### src/rtl/mem_bus_arbiter.sv
// Two-port round-robin arbiter in front of a single 32-bit memory port.
// The memory is given a fixed access latency and each port gets a one-cycle ack pulse when its access finishes.
module mem_bus_arbiter #(
  parameter int LATENCY = 1,
  parameter int CNT_W   = 4
) (
  input  logic        clock,
  input  logic        reset,
  input  logic        req0,
  input  logic        rw0,
  input  logic [31:0] addr0,
  input  logic [31:0] wdata0,
  output logic [31:0] rdata0,
  output logic        ack0,
  input  logic        req1,
  input  logic        rw1,
  input  logic [31:0] addr1,
  input  logic [31:0] wdata1,
  output logic [31:0] rdata1,
  output logic        ack1,
  output logic        mem_en,
  output logic        mem_rw,
  output logic [31:0] mem_addr,
  output logic [31:0] mem_wdata,
  input  logic [31:0] mem_rdata,
  output logic        owner,
  output logic        busy
);

  typedef enum logic [1:0] {
    IDLE   = 2'd0,
    ACCESS = 2'd1,
    DONE   = 2'd2
  } state_t;

  state_t           state, state_nx;
  logic [CNT_W-1:0] cnt, cnt_nx;
  logic             rr, rr_nx;
  logic             owner_nx;
  logic             gnt;
  logic             lat_rw, lat_rw_nx;
  logic [31:0]      lat_addr, lat_addr_nx;
  logic [31:0]      lat_wdata, lat_wdata_nx;
  logic [31:0]      rdata0_nx, rdata1_nx;
  logic             access_nx;

  // Next-state, latch and capture logic for the arbitration FSM
  always_comb begin
    state_nx     = state;
    cnt_nx       = cnt;
    rr_nx        = rr;
    owner_nx     = owner;
    gnt          = 1'b0;
    lat_rw_nx    = lat_rw;
    lat_addr_nx  = lat_addr;
    lat_wdata_nx = lat_wdata;
    rdata0_nx    = rdata0;
    rdata1_nx    = rdata1;
    case (state)
      IDLE: begin
        if (req0 || req1) begin
          // a lone requester wins outright; rr only breaks ties
          gnt          = (req0 && req1) ? rr : req1;
          lat_rw_nx    = gnt ? rw1    : rw0;
          lat_addr_nx  = gnt ? addr1  : addr0;
          lat_wdata_nx = gnt ? wdata1 : wdata0;
          owner_nx     = gnt;
          rr_nx        = ~gnt;
          cnt_nx       = CNT_W'(LATENCY);
          state_nx     = ACCESS;
        end else begin
          state_nx = IDLE;
        end
      end
      ACCESS: begin
        if (cnt != {CNT_W{1'b0}}) begin
          cnt_nx = cnt - CNT_W'(1);
        end else begin
          if (lat_rw) begin
            if (owner) begin
              rdata1_nx = mem_rdata;
            end else begin
              rdata0_nx = mem_rdata;
            end
          end else begin
            rdata0_nx = rdata0;
          end
          state_nx = DONE;
        end
      end
      DONE: begin
        state_nx = IDLE;
      end
      default: begin
        state_nx = IDLE;
      end
    endcase
  end

  assign access_nx = (state_nx == ACCESS);

  // State, latched request and registered outputs derived from the next state
  always_ff @(posedge clock) begin
    if (reset) begin
      state     <= IDLE;
      cnt       <= {CNT_W{1'b0}};
      rr        <= 1'b0;
      owner     <= 1'b0;
      lat_rw    <= 1'b0;
      lat_addr  <= 32'h0000_0000;
      lat_wdata <= 32'h0000_0000;
      rdata0    <= 32'h0000_0000;
      rdata1    <= 32'h0000_0000;
      ack0      <= 1'b0;
      ack1      <= 1'b0;
      mem_en    <= 1'b0;
      mem_rw    <= 1'b0;
      mem_addr  <= 32'h0000_0000;
      mem_wdata <= 32'h0000_0000;
      busy      <= 1'b0;
    end else begin
      state     <= state_nx;
      cnt       <= cnt_nx;
      rr        <= rr_nx;
      owner     <= owner_nx;
      lat_rw    <= lat_rw_nx;
      lat_addr  <= lat_addr_nx;
      lat_wdata <= lat_wdata_nx;
      rdata0    <= rdata0_nx;
      rdata1    <= rdata1_nx;
      ack0      <= (state_nx == DONE) && !owner_nx;
      ack1      <= (state_nx == DONE) && owner_nx;
      mem_en    <= access_nx;
      mem_rw    <= access_nx && lat_rw_nx;
      mem_addr  <= access_nx ? lat_addr_nx : 32'h0000_0000;
      mem_wdata <= (access_nx && !lat_rw_nx) ? lat_wdata_nx : 32'h0000_0000;
      busy      <= (state_nx != IDLE);
    end
  end

endmodule

### config.mk
export PLATFORM = sky130hd
export DESIGN_NAME = mem_bus_arbiter
export DESIGN_NICKNAME = d
export VERILOG_FILES = /design/src/rtl/mem_bus_arbiter.sv
export SDC_FILE = /design/constraint.sdc
export NUM_CORES = 1
export LEC_CHECK = 0
export BUFFER_PORTS_ARGS = -buffer_cell sky130_fd_sc_hd__buf_2
export CORE_AREA = 2 2 99 173
export CTS_CLUSTER_SIZE = 16
export DETAILED_ROUTE_END_ITERATION = 16
export DIE_AREA = 0 0 101 175
export PLACE_DENSITY_LB_ADDON = 0.3
export SLEW_MARGIN = 20
export SYNTH_ARGS = -nofsm -noshare
export SYNTH_HDL_FRONTEND = slang
export SYNTH_SLANG_ARGS = --single-unit
### constraint.sdc
create_clock -name clock -period 2.26 [get_ports clock]
set_clock_uncertainty 0.2 [all_clocks]
set_input_delay 0.678 -clock clock [delete_from_list [all_inputs] [get_ports clock]]
set_output_delay 0.678 -clock clock [all_outputs]
set_load 0.02 [all_outputs]
==> key figures <==
Yosys
  – Most frequent cell after synthesis: dfxtp_1
  – Mapped cell area: 7810 um2
  – EDFF count, synth: 0
  – Gate Count Post-Synth: about 780
  – Mean post-synth cell area: between 10 and 15 um2
  – Synth unique cells: 40
  – Post-synthesis sequential element count: 206
  – Yosys top cell by area: dfxtp_1
  – Synth warnings: 0
  – Syn Nets: 944
  – Top post-synthesis cells by area: dfxtp_1 53%, mux2i_1 8.2%, nand2_1 6.3%
  – Top FF cell, synth: dfxtp_1
  – Synth cell count leaders: 206 x dfxtp_1, 132 x nand2_1, 72 x nor2_1
  – Asr flop ratio synth: 0%
  – Top cell type's share of synthesized area: roughly 53%
  – Post-synthesis sequential area ratio: approximately 53%

Drt
  – DR vias: slightly below 7000
  – Vias/cell: between 5 and 6
  – Final wirelength: between 15000 and 20000 um
  – # DRC: 0
  – Final ANT Viol Nets: 0
  – DRT iter0 DRCs: 225
  – Drt wl/cell: between 15 and 20 um
  – DR pass1 iterations: 4

CTS
  – Clock buffer depth: 3
  – CTS tree: built
  – CTS resizes: 0
  – Clk sinks: about 210
  – Post-CTS Setup Bufs: 0
  – Post-CTS Hold Buffers: 0
  – Root Driver: clkbuf_16
  – Number of H-tree levels: 1
  – Worst-Skew Late Latency: 0.47 ns
  – Worst-path clk slew: ~0.070 ns
  – CTS Buf Count: 19

Floorplanning
  – Initial Util: a little under half
  – Die Span Y: roughly 180 um
  – DIE WIDTH: approximately 100 um
  – Core area: approximately 16000 um2
  – Die area: between 15000 and 20000 um2
  – Row Count: 62
  – I/O pin cnt: 300

Timing
  – Final setup margin: roughly 0.20 ns
  – Slew Viols, Final: 0
  – Slew headroom: 74.6%
  – Final Hold Viols: 0
  – Min Tclk post-route: between 2 and 2.5 ns
  – F_max: about 0.49 GHz
  – Worst Max-Slew Pin Slew: 0.371 ns
  – RSZ-0062 raised after global routing: no
  – Post-route clock period utilization: 91.2%
  – Final setup violation count: 0

Worst setup path
  – Largest fanout on the critical path: 32
  – R2R cell count: 7
  – Worst Path Arrival: 2.24 ns
  – Crit Path Category: register to register
  – Crit-path cells: inv_1 -> ha_1 -> or3b_1 -> a22oi_4 -> a311o_2 -> buf_12 -> a211oi_1
  – Critical path data required time: around 2.4 ns
  – CP peak stage delay: about 0.40 ns
  – Setup crit start kind: register
  – Slowest CP cell: a311o_2
  – Crit path capture type: register

Placed design
  – Detailed placer's ending HPWL: 14100 um
  – Gpl congestion: approximately 0.78
  – Worst slack, placed: -0.0329 ns
  – Port Buf Inserts: between 200 and 300
  – Placed Instances: ~1200

Layout
  – Nets@finish: 1220
  – Fin cells: between 1000 and 1500
  – Area growth syn-to-layout: 30.5%
  – Layout cells sized above 1: approximately two fifths

GRT
  – Number of global-route vias before repair: between 6000 and 7000
  – Initial antenna violation count: 2
  – First-pass GRT wire length: a little over 30000 um
  – Largest net degree at the start of global routing: between 60 and 70
  – Grt total ovfl: 0
  – All-Layer GR Usage: between 20% and 30%

Flow run
  – Max-cap viol count: 0

Min path
  – Hold depth: 3
  – Hold Crit Class: input port to register

Pwr
  – Static leakage: 4.64 nW
  – Power per cell area: ~880 nW/um2
  – Peak VDD IR: 0.652 mV

Outcome
  – Status: complete, no violations
==> placed cells by master, fill, tap and decap left out, types with 5 or more instances in the layout <==
cell,n
nand2_1,132
mux2i_1,64
buf_2,298
a2111oi_2,18
nor3_1,5
dfxtp_1,206
nor2_1,72
a2111oi_0,12
clkbuf_16,19
a211oi_1,63
buf_4,8
buf_12,16
inv_1,5
a21oi_1,67
a211oi_2,35
clkinv_2,6
==> logic make-up (layout without fill, tap and decap cells) <==
logic type               Yosys count  in the layout  share of synthesized area (%)
AND/OR/NAND/NOR                  225            225                           11.6
AO/OA/AOI/OAI                    207            207                           22.3
flip-flops                       206            206                           52.8
buffers and inverters             73            361                           4.85
multiplexers                      64             64                           8.20
adder cells (fa/ha/maj)            1              1                          0.160
XOR/XNOR                           1              1                          0.112
other                              0              2                              0
==> registers in the layout (all words and copies together) (netlist names), 2 cells and up <==
register and cells:
state 2, mem_addr 32, lat_wdata 32, mem_wdata 32
rdata1 32, rdata0 32, lat_addr 32, cnt 4
==> path summary, 6_finish.rpt <==
kind / startpoint / endpoint / slack (ns)
worst max-delay path: cnt[0]$_SDFFE_PP0P_ / mem_wdata[20]$_SDFF_PP0_ / 0.20
worst min-delay path: mem_rdata[1] / rdata0[1]$_SDFFE_PP0P_ / 0.25
worst max register to register: cnt[0]$_SDFFE_PP0P_ / mem_wdata[20]$_SDFF_PP0_ / 0.20
worst min register to register: rdata1[2]$_SDFFE_PP0P_ / rdata1[2]$_SDFFE_PP0P_ / 0.25
==> power by group <==
part           leakage, nW  switching, mW  total, mW  internal [mW]
registers             1.69          0.104       4.06           3.96
logic                 2.64           1.08       1.77          0.689
clock network        0.305           1.32       3.17           1.84
==> worst max-delay path, delay by kind of cell, from the launching register on <==
kind / cells / cell delay, ns
AO/OA/AOI/OAI: 3 / 0.67
buffers and inverters: 2 / 0.25
flip-flops: 1 / 0.33
AND/OR/NAND/NOR: 1 / 0.27
adder cells (fa/ha/maj): 1 / 0.24
==> routing by layer <==
layer | up-vias | GRT usage [%] | wire length (um) | share of wire, %
li1 | 3336 | - | - | -
met1 | 3158 | 23.3 | 7520 | 38
met2 | 239 | 39.5 | 10300 | 52
met3 | 40 | 4.92 | 1450 | 7.3
met4 | 0 | 8.22 | 528 | 2.7
met5 | - | 0 | 0 | 0
==> cell type report <==
class | instances | area (um2)
well taps | 192 | 240
fillers | 1431 | 6090
clock buffers | 25 | 518
clock inverters | 8 | 90.1
diodes | 2 | 5.00
flip-flops and latches | 206 | 4120
inverters | 5 | 18.8
repair buffers | 323 | 1880
multi-input cells | 498 | 3320
==> metrics by stage <==
step	util [%]	total power [mW]	cell area, um2	hold slack (ns)	TNS (ns)
6_report	62.6	8.99	10200	0.250	0
5_1_grt	62.6	9.40	10200	0.233	0
4_1_cts	62.6	9.09	10200	0.231	0
3_5_place_dp	58.8	5.92	9590	0.244	-0.0373
3_3_place_gp	58.8	5.88	9590	0.238	0
2_1_floorplan	-	5.32	7810	0.278	0
No activity file was read; power rests on OpenSTA's default activity.
